## src/rtl/input_conditioner_bank_pkg.sv

```systemverilog
// Board-level defaults for the input conditioner bank and the channel
// assignment seen by the shift-register wrapper.
package input_conditioner_bank_pkg;

    localparam int DEFAULT_CHANNELS    = 3;
    localparam int DEFAULT_SYNC_STAGES = 2;
    localparam int DEFAULT_WAIT_CYCLES = 3;

    // Channel roles as wired on the board
    localparam int LOAD_BTN   = 0;
    localparam int SERIAL_SW  = 1;
    localparam int CLKEDGE_SW = 2;

endpackage

```

## src/rtl/input_conditioner_bank_channel.sv

```systemverilog
// One conditioned input: synchronizer chain, debounce counter and
// registered level / edge / settling outputs.
module input_conditioner
    import input_conditioner_bank_pkg::*;
#(
    parameter int SYNC_STAGES = DEFAULT_SYNC_STAGES,
    parameter int WAIT_CYCLES = DEFAULT_WAIT_CYCLES
) (
    input  logic clk,
    input  logic rst_n,
    input  logic noisy,
    output logic conditioned,
    output logic positive_edge,
    output logic negative_edge,
    output logic settling
);

    localparam int CNT_W = $clog2(WAIT_CYCLES + 1);
    localparam logic [CNT_W-1:0] CNT_LAST = CNT_W'(WAIT_CYCLES - 1);
    localparam logic [CNT_W-1:0] CNT_ZERO = {CNT_W{1'b0}};
    localparam logic [CNT_W-1:0] CNT_ONE  = CNT_W'(1'b1);

    logic [SYNC_STAGES-1:0] sync_chain_r;
    logic                   sync_s;
    logic [CNT_W-1:0]       count_r;
    logic [CNT_W-1:0]       count_next_s;
    logic                   cond_r;
    logic                   cond_next_s;
    logic                   pos_r;
    logic                   pos_next_s;
    logic                   neg_r;
    logic                   neg_next_s;
    logic                   settle_r;
    logic                   settle_next_s;

    assign sync_s = sync_chain_r[SYNC_STAGES-1];

    // Synchronizer chain: the raw input enters at bit 0
    always_ff @(posedge clk or negedge rst_n) begin
        if (!rst_n) begin
            sync_chain_r <= {SYNC_STAGES{1'b0}};
        end else begin
            sync_chain_r <= {sync_chain_r[SYNC_STAGES-2:0], noisy};
        end
    end

    // Debounce decision: count persistent mismatches, accept on the last one
    always_comb begin
        count_next_s = count_r;
        cond_next_s  = cond_r;
        pos_next_s   = 1'b0;
        neg_next_s   = 1'b0;
        if (sync_s == cond_r) begin
            count_next_s = CNT_ZERO;
        end else if (count_r == CNT_LAST) begin
            count_next_s = CNT_ZERO;
            cond_next_s  = sync_s;
            pos_next_s   = sync_s;
            neg_next_s   = ~sync_s;
        end else begin
            count_next_s = count_r + CNT_ONE;
        end
        settle_next_s = (count_next_s != CNT_ZERO);
    end

    // Debounce state and registered outputs
    always_ff @(posedge clk or negedge rst_n) begin
        if (!rst_n) begin
            count_r  <= CNT_ZERO;
            cond_r   <= 1'b0;
            pos_r    <= 1'b0;
            neg_r    <= 1'b0;
            settle_r <= 1'b0;
        end else begin
            count_r  <= count_next_s;
            cond_r   <= cond_next_s;
            pos_r    <= pos_next_s;
            neg_r    <= neg_next_s;
            settle_r <= settle_next_s;
        end
    end

    assign conditioned   = cond_r;
    assign positive_edge = pos_r;
    assign negative_edge = neg_r;
    assign settling      = settle_r;

endmodule

```

## src/rtl/input_conditioner_bank.sv

```systemverilog
// Bank of independent input conditioners; channel i of every output bus
// belongs to noisy[i].
module input_conditioner_bank
    import input_conditioner_bank_pkg::*;
#(
    parameter int CHANNELS    = DEFAULT_CHANNELS,
    parameter int SYNC_STAGES = DEFAULT_SYNC_STAGES,
    parameter int WAIT_CYCLES = DEFAULT_WAIT_CYCLES
) (
    input  logic                clk,
    input  logic                rst_n,
    input  logic [CHANNELS-1:0] noisy,
    output logic [CHANNELS-1:0] conditioned,
    output logic [CHANNELS-1:0] positive_edge,
    output logic [CHANNELS-1:0] negative_edge,
    output logic [CHANNELS-1:0] settling
);

    for (genvar ch = 0; ch < CHANNELS; ch++) begin : g_chan
        input_conditioner #(
            .SYNC_STAGES (SYNC_STAGES),
            .WAIT_CYCLES (WAIT_CYCLES)
        ) u_chan (
            .clk           (clk),
            .rst_n         (rst_n),
            .noisy         (noisy[ch]),
            .conditioned   (conditioned[ch]),
            .positive_edge (positive_edge[ch]),
            .negative_edge (negative_edge[ch]),
            .settling      (settling[ch])
        );
    end

endmodule

```

## config.mk

```make
export PLATFORM = sky130hd
export DESIGN_NAME = input_conditioner_bank
export DESIGN_NICKNAME = d
export VERILOG_FILES = /design/src/rtl/input_conditioner_bank_pkg.sv /design/src/rtl/input_conditioner_bank_channel.sv /design/src/rtl/input_conditioner_bank.sv
export SDC_FILE = /design/constraint.sdc
export NUM_CORES = 1
export LEC_CHECK = 0
export CAP_MARGIN = 40
export CORE_ASPECT_RATIO = 0.8
export CORE_MARGIN = 3
export CORE_UTILIZATION = 30
export CTS_BUF_LIST = sky130_fd_sc_hd__clkbuf_4 sky130_fd_sc_hd__clkbuf_8
export DETAILED_ROUTE_END_ITERATION = 16
export HOLD_SLACK_MARGIN = 0.05
export PLACE_DENSITY = 0.64
export SLEW_MARGIN = 20
export SYNTH_ARGS = -nofsm -noshare
export SYNTH_HDL_FRONTEND = slang
export SYNTH_SLANG_ARGS = --single-unit
```

## constraint.sdc

```tcl
create_clock -name clk -period 1.04 [get_ports clk]
set_clock_uncertainty 0.15 [all_clocks]
set_input_delay 0.208 -clock clk [delete_from_list [all_inputs] [get_ports clk]]
set_output_delay 0.208 -clock clk [all_outputs]
set_load 0.005 [all_outputs]
```

* Word-level counts from Yosys, hierarchy flattened
Cells that the tools add are included.
W data, S select, Z words.
** Operators by class
- Add/subtract/negate cells :: 3
- Multiplexer cells :: 18
- Bitwise logic cells :: 6
- Shift operators :: 0
- $mul :: 0
- Divide/modulo/power cells :: 0
- Equality and inequality tests :: 6
- $lt $le $gt $ge :: 0
- Reduce and logical (&&, ||, !) cells :: 6
** Operator list (number)
- $mux W1 :: 12
- $mux W2 :: 6
- $add A2 B1 Y2 const B :: 3
- $eq A2 B2 Y1 const B :: 3
- $not A1 Y1 :: 6
- $reduce_and A2 Y1 :: 3
- $reduce_bool A2 Y1 :: 3
- $eq A1 B1 Y1 :: 3
** Storage, ports and cells
- Bits in latches :: 0
- ROM bits :: 0
- Output and inout bits :: 12
- Register bits :: 24
- Memories :: 0
- Input bits :: 5
- RAM bits :: 0

* Logic depth before layout (Yosys ltp)
Gate-level depths: netlist of the first run.
- Depth in word-level cells :: 4
- Gate-level depth with buffers :: 2
- Gate-level depth less buffers :: 2

* Modules after synthesis
From an unflattened synthesis of the first run, not the netlist that was laid out.
** Second synthesis, totals
- Cell total of the unflattened synthesis :: 48
- Area total of the unflattened synthesis :: 792.0 um^2
** Modules (own cells, without submodules)
- input_conditioner :: seq. area each 200.2 um^2, times used 3, cells an instance 16, area an instance 264.0 um^2

* Worst setup path after synthesis of the first run
Ideal clock, no wire load.
- Path kind :: register to register
- From :: register g_chan[1].u_chan.count_r[0]
- To :: register g_chan[1].u_chan.cond_r
- Setup slack :: -62 ps
- Arrival time :: 827 ps
- Buffers on the path :: 0
- Cell stages (with the launch flop) :: 3
- Cells stage by stage :: dfrtp_1 nand2b_1 mux2_4
** On the way
- Cells in the longest elaborated chain, start to end :: 2
** RTL lines
- from (decl) :: RTL line input_conditioner_bank_channel.sv:25 : logic [CNT_W-1:0] count_r;
- from (signal assigned) :: RTL line input_conditioner_bank_channel.sv:75 : count_r <= count_next_s;
- $eq A2 B2 Y1 :: RTL line input_conditioner_bank_channel.sv:55 : end else if (count_r == CNT_LAST) begin
- $reduce_and A2 Y1 (no source line)
- to (signal assigned) :: RTL line input_conditioner_bank_channel.sv:76 : cond_r <= cond_next_s;
- to (decl) :: RTL line input_conditioner_bank_channel.sv:27 : logic cond_r;
Every way passes these cells.
A chain may end at the register's enable or synchronous reset.

* Worst setup path after layout of the first run
- From :: register g_chan[1].u_chan.cond_r
- To :: output port conditioned[1]
** RTL lines
- to (decl) :: RTL line input_conditioner_bank.sv:13 : output logic [CHANNELS-1:0] conditioned,
No word-level cell between the ends.

==> summary.md, run 1 <==
| Metric | Value |
|---|---|
| CP max stage delay | `around 380 ps` |
| Crit. End Element | `output port` |
| IO Port Bufs | `16` |
| Share of cells above drive strength 1 | `between 50 and 60%` |
| Pleak | `0.5846 nW` |
| Synth unique cells | `11` |
| IO Pins | `17` |
| H-tree Lvls | `1` |
| CP Max Fanout | `2` |
| Crit path time final | `about 1100 ps` |
| Clock Latency Late Sink | `roughly 260 ps` |
| CP max stage cell | `dfrtp_1` |
| Filler Cell Count | `between 200 and 250` |
| Hold WC Path Type | `primary input to asynchronous set/reset pin` |
| Core area | `roughly 2600 um^2` |
| Slew headroom | `a little over four fifths` |
| Num CTS Buffers | `3` |
| Die area | `around 3600 um^2` |
| Worst slack, placed | `-134.7 ps` |
| DRC | `0` |
| Sink Count | `24` |
| Site Rows | `16` |
| WP data required | `680 ps` |
| Pre-antenna DRT Iters | `2` |
| Die Wd | `66.58 um` |
| Mapped Cells | `60` |
| Final WL | `1265 um` |
| Pwr/cell area | `around 2700 nW/um^2` |
| #FFs+latches synth | `24` |
| Yosys top cell area share | `approximately two thirds` |
| First-pass GRT wire length | `~2100 um` |
| Routed WL per cell | `10.91 um` |
| FMAX | `between 0.8 and 0.9 GHz` |
| Grt ovf | `0` |
| Drt first-iter violations | `11` |
| Post-synth EDFFs | `0` |
| Largest cells by area after synthesis | `dfrtp_1 68%, buf_4 10%, nor3b_1 6.0%` |
| Max-slew violation count | `0` |
| Setup TNS | `-975.1 ps` |
| Crit path cell chain | `buf_2` |
| Yosys Warn Count | `0` |
| Sequential share of the synthesized area | `68.18%` |
| GPL Wtd Cong | `around 0.73` |
| Status | `finished with violations` |
| Antenna Violating Nets Remaining | `0` |
| Startpoint types | `flip-flop` |
| Clock transition at path regs | `80 ps` |
| Post-synth top cells | `24 x dfrtp_1, 12 x buf_4, 7 x nor3b_1` |
| DR vias | `472` |
| Failing checks | `setup timing` |
| Dominant synthesized flop cell | `dfrtp_1` |
| Final Cycle Share | `107.7%` |
| CTS tree | `built` |
| Initial antenna violation count | `0` |
| Type of the worst setup path | `flip-flop to output port` |
| Vias per cell | `~4` |
| Vias in the first global route | `between 400 and 500` |
| CTS Buffer Depth | `2` |
| Largest net degree at the start of global routing | `25` |
| Worst-Margin Slew | `238.7 ps` |
| Arr. time, crit path | `about 760 ps` |
| Peak supply drop | `between 1 and 1.5 mV` |
| Netlist Area Pre-Place | `slightly below 900 um^2` |
| Hold slack | `about 140 ps` |
| NumNets Final | `86` |
| Most frequent cell after synthesis | `dfrtp_1` |
| Synth Net Count | `65` |
| Asr flop ratio synth | `between 90% and 100%` |
| Largest area contributor in the netlist | `dfrtp_1` |
| Starting Density | `33.59%` |
| Diodes inserted | `0` |
| Final setup viols | `18` |
| Worst path bufs/invs | `1` |
| Fin. Hold Viols | `0` |
| CP top delay family | `flip-flops` |
| RR Startpoint | `g_chan[0].u_chan.count_r[0]` |
| Post-synthesis average cell area | `roughly 15 um^2` |
| RSZ-0062 raised after global routing | `yes` |
| Root buffer cell | `clkbuf_8` |
| Fin worst setup slack | `-79.66 ps` |
| GRT Util Overall | `8.289%` |
| Setup crit start | `g_chan[1].u_chan.conditioned` |
| Die extent in y | `54.47 um` |
| CTS Hold Bufs | `0` |
| Maximum Capacitance Violations | `0` |
| Area delta synth->final | `36.08%` |
-- per-layer routing --
layer  up-vias  wire length (um)  track usage, %
li1        223                 -               -
met1       235               492           8.752
met2        10               677           13.82
met3         4                78           4.312
met4         0                17           4.054
met5         -                 0               0
-- power breakdown --
group	switching, mW	total [mW]	internal (mW)
clock	0.275	0.612	0.337
combinational	0.489	1.27	0.783
sequential	0.125	1.31	1.18
total	0.889	3.19	2.31
-- logic make-up (layout without fill, tap and decap cells) --
kind of cell	Yosys count	in the layout	synth area share (%)
buf+inv	12	32	10.23
mux	3	3	4.688
simple gates	18	18	13.92
flops	24	24	68.18
xor+xnor	3	3	2.983
-- cell type report --
class                           count  area (um^2)  share of cell area, %
Sequential cell                    24        600.6                  50.10
Multi-Input combinational cell     24        295.3                  24.63
Timing Repair Buffer               28        202.7                  16.91
Clock buffer                        4        55.05                  4.593
Tap cell                           36        45.04                  3.758
-- repair_timing --
item	4_1_cts	5_1_grt
resized for setup	54	6
endpoints found under the setup margin	24	25
buffers inserted	1	1
pin swaps	1	2
cloned	0	0
-- layout by cell type, fill, tap and decap left out --
cell type        netlist  layout
dfrtp_1               24      24
buf_2                  0      12
buf_4                 12      11
nor3b_1                7       4
clkbuf_8               0       4
clkdlybuf4s50_1        0       4
xnor2_4                0       3
nor3_2                 0       3
nor3b_2                0       3
nor2_1                 3       3
mux2_4                 2       3
and3b_1                2       2
nand2b_4               0       2
nor2b_4                1       1
buf_12                 0       1
-- stage by stage --
step	std cells	area [um^2]	power (mW)	util, %
CTS	115	1149	3.078	43.80
floorplan	60	899.6	2.008	-
global route	116	1199	3.412	45.71
detailed placement	110	1102	2.450	42.03
global placement	110	1102	2.411	42.03
finish	116	1199	3.194	45.71
-- worst paths after layout --
kind | cells after the start | slack [ps] | end
worst min-delay path | 2 | 140 | g_chan[2].u_chan.count_r[1]
worst max-delay path | 1 | -80 | conditioned[1]
worst max register to register | 2 | -70 | g_chan[0].u_chan.conditioned
min in group clk | 0 | 200 | g_chan[0].u_chan.sync_chain_r[1]
max in group asynchronous | 2 | 460 | g_chan[0].u_chan.sync_chain_r[1]
worst min register to register | 0 | 200 | g_chan[0].u_chan.sync_chain_r[1]
-- flip-flops by register name (all words and copies together) (netlist names) --
name	count
g_chan.u_chan.sync_chain_r	6
g_chan.u_chan.positive_edge	3
g_chan.u_chan.count_r	6
g_chan.u_chan.settling	3
g_chan.u_chan.negative_edge	3
g_chan.u_chan.conditioned	3
No activity file was read; power rests on OpenSTA's default activity.
==> run 2: changes to the inputs <==
--- a/config.mk
+++ b/config.mk
@@ -11,6 +11,7 @@
 export CORE_UTILIZATION = 30
 export CTS_BUF_LIST = sky130_fd_sc_hd__clkbuf_4 sky130_fd_sc_hd__clkbuf_8
 export DETAILED_ROUTE_END_ITERATION = 16
+export GPL_ROUTABILITY_DRIVEN = 0
 export HOLD_SLACK_MARGIN = 0.05
 export PLACE_DENSITY = 0.64
 export SLEW_MARGIN = 20
==> results of run 2 <==
Final layout, timing and power as in run 1 (identical DEF).
==> run 3: changes to the inputs <==
--- a/config.mk
+++ b/config.mk
@@ -14,6 +14,7 @@
 export GPL_ROUTABILITY_DRIVEN = 0
 export HOLD_SLACK_MARGIN = 0.05
 export PLACE_DENSITY = 0.64
+export REMOVE_ABC_BUFFERS = 1
 export SLEW_MARGIN = 20
 export SYNTH_ARGS = -nofsm -noshare
 export SYNTH_HDL_FRONTEND = slang
==> run 3 against run 2 <==
Effect of this change: the run still ends with setup timing left; register-to-register slack worse by 30 ps; sequential cell count did not move; design area is 1.7% higher; via count is 0.21% lower; sequential share of layout area fell by 0.62 points; total power grew 5.8%; global-route usage up 0.24 points; non-clock buffer count fell by 2; critical endpoint is now g_chan[0].u_chan.conditioned.
==> summary.md, run 3 (synthesis results as in run 1) <==
| Metric | Value |
|---|---|
| Final Cycle Share | `109.4%` |
| Vias per cell | `between 4 and 5` |
| CP max stage cell | `dfrtp_1` |
| Clock Latency Late Sink | `260 ps` |
| Fin worst setup slack | `-98.16 ps` |
| Die extent in y | `54.47 um` |
| CTS Buffer Depth | `2` |
| Metal-1 WL | `roughly 560 um` |
| Setup TNS | `-1007 ps` |
| Maximum Capacitance Violations | `0` |
| Drt first-iter violations | `4` |
| CP top delay family | `flip-flops` |
| Crit. End Element | `flip-flop` |
| Clock transition at path regs | `~80 ps` |
| FMAX | `around 0.88 GHz` |
| H-tree Lvls | `1` |
| RSZ-0062 raised after global routing | `yes` |
| Die area | `3626 um^2` |
| Starting Density | `between 30% and 40%` |
| Core area | `2623 um^2` |
| Vias in the first global route | `491` |
| Crit path time final | `around 1100 ps` |
| NumNets Final | `84` |
| Commonest cells after routing, fill and taps aside | `22 x dfrtp_1, 12 x buf_2, 8 x buf_4` |
| Routed WL per cell | `11.39 um` |
| DRC | `0` |
| Pleak | `roughly 0.58 nW` |
| Met2 Wirelength | `around 640 um` |
| Site Rows | `16` |
| Peak supply drop | `between 0.8 and 0.9 mV` |
| Biggest regs | `g_chan.u_chan.count_r: 6 flops, g_chan.u_chan.sync_chain_r: 6 flops` |
| DR vias | `471` |
| Die Wd | `66.58 um` |
| IO Pins | `17` |
| Pwr/cell area | `roughly 2800 nW/um^2` |
| Overall power | `between 3 and 4 mW` |
| GRT Util Overall | `approximately 8.5%` |
| CTS Hold Bufs | `0` |
| WP data required | `1040 ps` |
| Fin. Hold Viols | `0` |
| Type of the worst setup path | `flip-flop to flip-flop` |
| Worst path bufs/invs | `0` |
| Initial antenna violation count | `0` |
| Grt ovf | `0` |
| Final Non-Filler Cells | `about 110` |
| Antenna Violating Nets Remaining | `0` |
| Slew headroom | `a little over four fifths` |
| Status | `finished with violations` |
| Hold slack | `~140 ps` |
| Startpoint types | `flip-flop` |
| Commonest non-fill, non-tap cell in the layout | `dfrtp_1` |
| Diodes inserted | `0` |
| Routed wl met3 | `slightly below 90 um` |
| Pre-antenna DRT Iters | `2` |
| Arr. time, crit path | `1130 ps` |
| First-pass GRT wire length | `~2200 um` |
| DR top layer | `met4` |
| Final setup viols | `19` |
| CP Max Fanout | `3` |
| Failing checks | `setup timing` |
| Worst-Margin Slew | `approximately 230 ps` |
| Sink Count | `24` |
| Crit path cell chain | `nor2b_4 > mux2_4` |
| Num CTS Buffers | `3` |
| CTS tree | `built` |
| Worst slack, placed | `-164.1 ps` |
| Max-slew violation count | `0` |
| Root buffer cell | `clkbuf_8` |
| Cells after DPL | `~110` |
| Final WL | `around 1300 um` |
| Area delta synth->final | `38.35%` |
| Largest net degree at the start of global routing | `25` |
| CP max stage delay | `between 400 and 500 ps` |
| Hold WC Path Type | `primary input to asynchronous set/reset pin` |
| IO Port Bufs | `16` |
| Share of cells above drive strength 1 | `approximately 60%` |
[run 3: changes by cell type in the layout (fill, tap and decap cells not counted), sizes merged]
cell    delta
buf        -2
bufinv     +1
clkbuf     -1
[run 3: layout make-up]
class | count | area, um^2
Sequential cell | 24 | 603.1
Clock inverter | 1 | 30.03
Tap cell | 36 | 45.04
Timing Repair Buffer | 26 | 191.4
Clock buffer | 3 | 41.29
Fill cell | 226 | 1404
Multi-Input combinational cell | 24 | 307.8
[run 3: routing by layer]
layer | track usage, % | vias up
met1 | 10.09 | 236
met2 | 13.82 | 12
met3 | 2.875 | 2
met4 | 4.730 | 0
li1 | - | 221
met5 | 0 | -
[run 3: per-stage QoR]
| stage | cell area (um^2) | utilization [%] |
|---|---|---|
| after floorplan | 790.8 | - |
| after global placement | 1076 | 41.03 |
| after detailed placement | 1076 | 41.03 |
| after CTS | 1184 | 45.13 |
| after global routing | 1219 | 46.47 |
| final | 1219 | 46.47 |
[run 3: worst paths after layout]
path / end / startpoint / cells past startpoint / slack [ps]
max: g_chan[0].u_chan.conditioned / g_chan[0].u_chan.count_r[0] / 2 / -100
min: g_chan[2].u_chan.settling / rst_n / 2 / 140
max reg2reg: g_chan[0].u_chan.conditioned / g_chan[0].u_chan.count_r[0] / 2 / -100
min reg2reg: g_chan[0].u_chan.sync_chain_r[1] / g_chan[0].u_chan.sync_chain_r[0] / 0 / 200
max in group asynchronous: g_chan[1].u_chan.sync_chain_r[1] / rst_n / 2 / 440
min in group clk: g_chan[0].u_chan.sync_chain_r[1] / g_chan[0].u_chan.sync_chain_r[0] / 0 / 200
[run 3: power breakdown]
group	switching (mW)	internal, mW
logic	0.501	0.764
clock network	0.276	0.513
registers	0.138	1.19
total	0.915	2.46
[run 3: what timing repair did]
action,in CTS,in global routing
endpoints found under the setup margin,26,26
buffers inserted,1,0
resized for setup,62,7
pin swaps,2,1
==> RTL edit: new RTL, flow settings as in run 1 <==
Set the package constant `DEFAULT_WAIT_CYCLES` to 6 (it was 3).
--- a/src/rtl/input_conditioner_bank_pkg.sv
+++ b/src/rtl/input_conditioner_bank_pkg.sv
@@ -6,3 +6,3 @@
     localparam int DEFAULT_SYNC_STAGES = 2;
-    localparam int DEFAULT_WAIT_CYCLES = 3;
+    localparam int DEFAULT_WAIT_CYCLES = 6;
 
Formal check against the unedited RTL: not equivalent (a bounded check fails within 10 cycles, from zero or initial values and one cycle with rst_n low).
==> RTL edit against run 1 <==
The run still ends with setup timing left; sequential cell count grew 3; synthesized cell count grew 30%; global-route usage grew 1.6 points; sequential power grew 13%; highest routed layer unchanged; critical path depth grew 1; final cell count grew 26%; utilization grew 0.18 points; first-iteration DRC count grew to 2.5 times the old value; total power grew 9.6%; wire length grew 44%; clock power shrank 2%; worst setup slack lost 0.12 ns; area after synthesis grew 19%; final area grew 23%.
==> RTL edit: results (changes against run 1) <==
| Metric | Value |
|---|---|
| Largest net degree at the start of global routing | `28 (+12%)` |
| Clock transition at the registers of the reported paths | `around 0.090 ns` |
| DR pass1 iterations | `4 (+2)` |
| Async SR Flop Fraction | `1.00 (unchanged)` |
| CTS root buf | `clkbuf_8` |
| LEAKAGE | `0.666 nW (+14%)` |
| Worst slew margin | `0.824 (-0.0173)` |
| Largest regs | `g_chan.u_chan.count_r: 9 flops, g_chan.u_chan.sync_chain_r: 6 flops` |
| Gr usage total | `0.0986 (+0.0158)` |
| Top layer in use | `met4` |
| Violated checks | `setup timing` |
| Min-Delay Path Class | `input pin to async pin` |
| Critical path fanouts, max | `4 (+2)` |
| Final std cells w/o fill | `146 (+26%)` |
| WL met1 | `779 um (+58%)` |
| Endpoints failing setup | `32 (+14)` |
| Synth top area cells | `dfrtp_1 (65%), buf_4 (8.6%), nand3b_1 (4.3%)` |
| Cells after DPL | `136 (+24%)` |
| Routed wl met2 | `889 um (+31%)` |
| Pre-CTS WS | `-0.179 ns (-0.0440 ns)` |
| Library cells used by synthesis | `11 (unchanged)` |
| Met2 usage | `0.168 (+0.0294)` |
| Sequential fraction of the synthesis area | `0.645 (-0.0367)` |
| WL/cell | `12.5 um (+15%)` |
| Met3 WL post-DR | `99 um (+27%)` |
| Total grt overflow | `0 (unchanged)` |
| Antenna violations before repair | `0 (unchanged)` |
| Placed Area | `1280 um^2 (+17%)` |
| Fin worst setup slack | `-0.197 ns (-0.117 ns)` |
| Share of layout cells above drive strength 1 | `0.585 (+0.0474)` |
| Max Root-Sink Buffers | `2 (unchanged)` |
| H-tree depth | `1 (unchanged)` |
| Grt met3 use | `0.0392 (-0.00387)` |
| Vias in the first global route | `706 (+43%)` |
| Status | `complete, but fails checks` |
| Setup total negative slack | `-2.69 ns (-1.71 ns)` |
| Post-Synthesis Cells | `78 (+30%)` |
| Detailed Route Iter0 Violations | `28 (+17)` |
| Vias | `657 (+39%)` |
| Grt met1 use | `0.105 (+0.0176)` |
| Hpwl dp | `approximately 1200 um` |
| CP arrival | `1.24 ns (+0.48 ns)` |
| VDD IR-drop max | `806 uV (-23%)` |
| Global-route wire length before repair | `3150 um (+48%)` |
| GP Congestion | `0.699 (-4.6%)` |
| Port Buffer Count | `16 (unchanged)` |
| Synth Net Count | `83 (+28%)` |
| Nets | `112 (+30%)` |
| Synth top cells by count | `dfrtp_1 (27), buf_4 (12)` |
[RTL edit: report_power, final]
group	switching [mW]	total (mW)	internal (mW)
Combinational	0.540	1.42	0.881
Clock	0.299	0.599	0.300
Sequential	0.190	1.48	1.29
[RTL edit: critical path: stages, from the launching register on]
cell and delay, ns:
dfrtp_1 0.42, nand3b_1 0.23, mux2_4 0.33
[RTL edit: worst paths after layout]
| kind | start | endpoint | slack [ns] | depth (start not counted) |
|---|---|---|---|---|
| setup / recovery | g_chan[0].u_chan.count_r[1] | g_chan[0].u_chan.conditioned | -0.20 | 2 |
| hold / removal | rst_n | g_chan[0].u_chan.sync_chain_r[0] | 0.14 | 2 |
| setup reg to reg | g_chan[0].u_chan.count_r[1] | g_chan[0].u_chan.conditioned | -0.20 | 2 |
| hold reg to reg | g_chan[1].u_chan.sync_chain_r[0] | g_chan[1].u_chan.sync_chain_r[1] | 0.20 | 0 |
| max in group asynchronous | rst_n | g_chan[1].u_chan.sync_chain_r[1] | 0.44 | 2 |
| min in group clk | g_chan[1].u_chan.sync_chain_r[0] | g_chan[1].u_chan.sync_chain_r[1] | 0.20 | 0 |
[RTL edit: cell families after synthesis]
logic type / share of synthesized area
AOI/OAI and AO/OA: 0.0538
xor gates and xnor gates: 0.0251
DFF: 0.645
and+or+nand+nor: 0.158
buffers and inverters: 0.0860
muxes: 0.0323
[RTL edit: cell type report]
type | count | area, um^2
sequential | 27 | 679
timing repair buffer | 36 | 293
tap | 40 | 50.0
multi-input combinational | 39 | 407
clock buffer | 4 | 48.8
fill | 284 | 1740
[RTL edit: timing repair]
action                                 CTS  global route
gates resized for setup                 75             7
setup buffers                            5             5
pin swaps                                8             3
endpoints found under the hold margin    0             0
hold buffers                             0             0
setup endpoints to repair               33            33
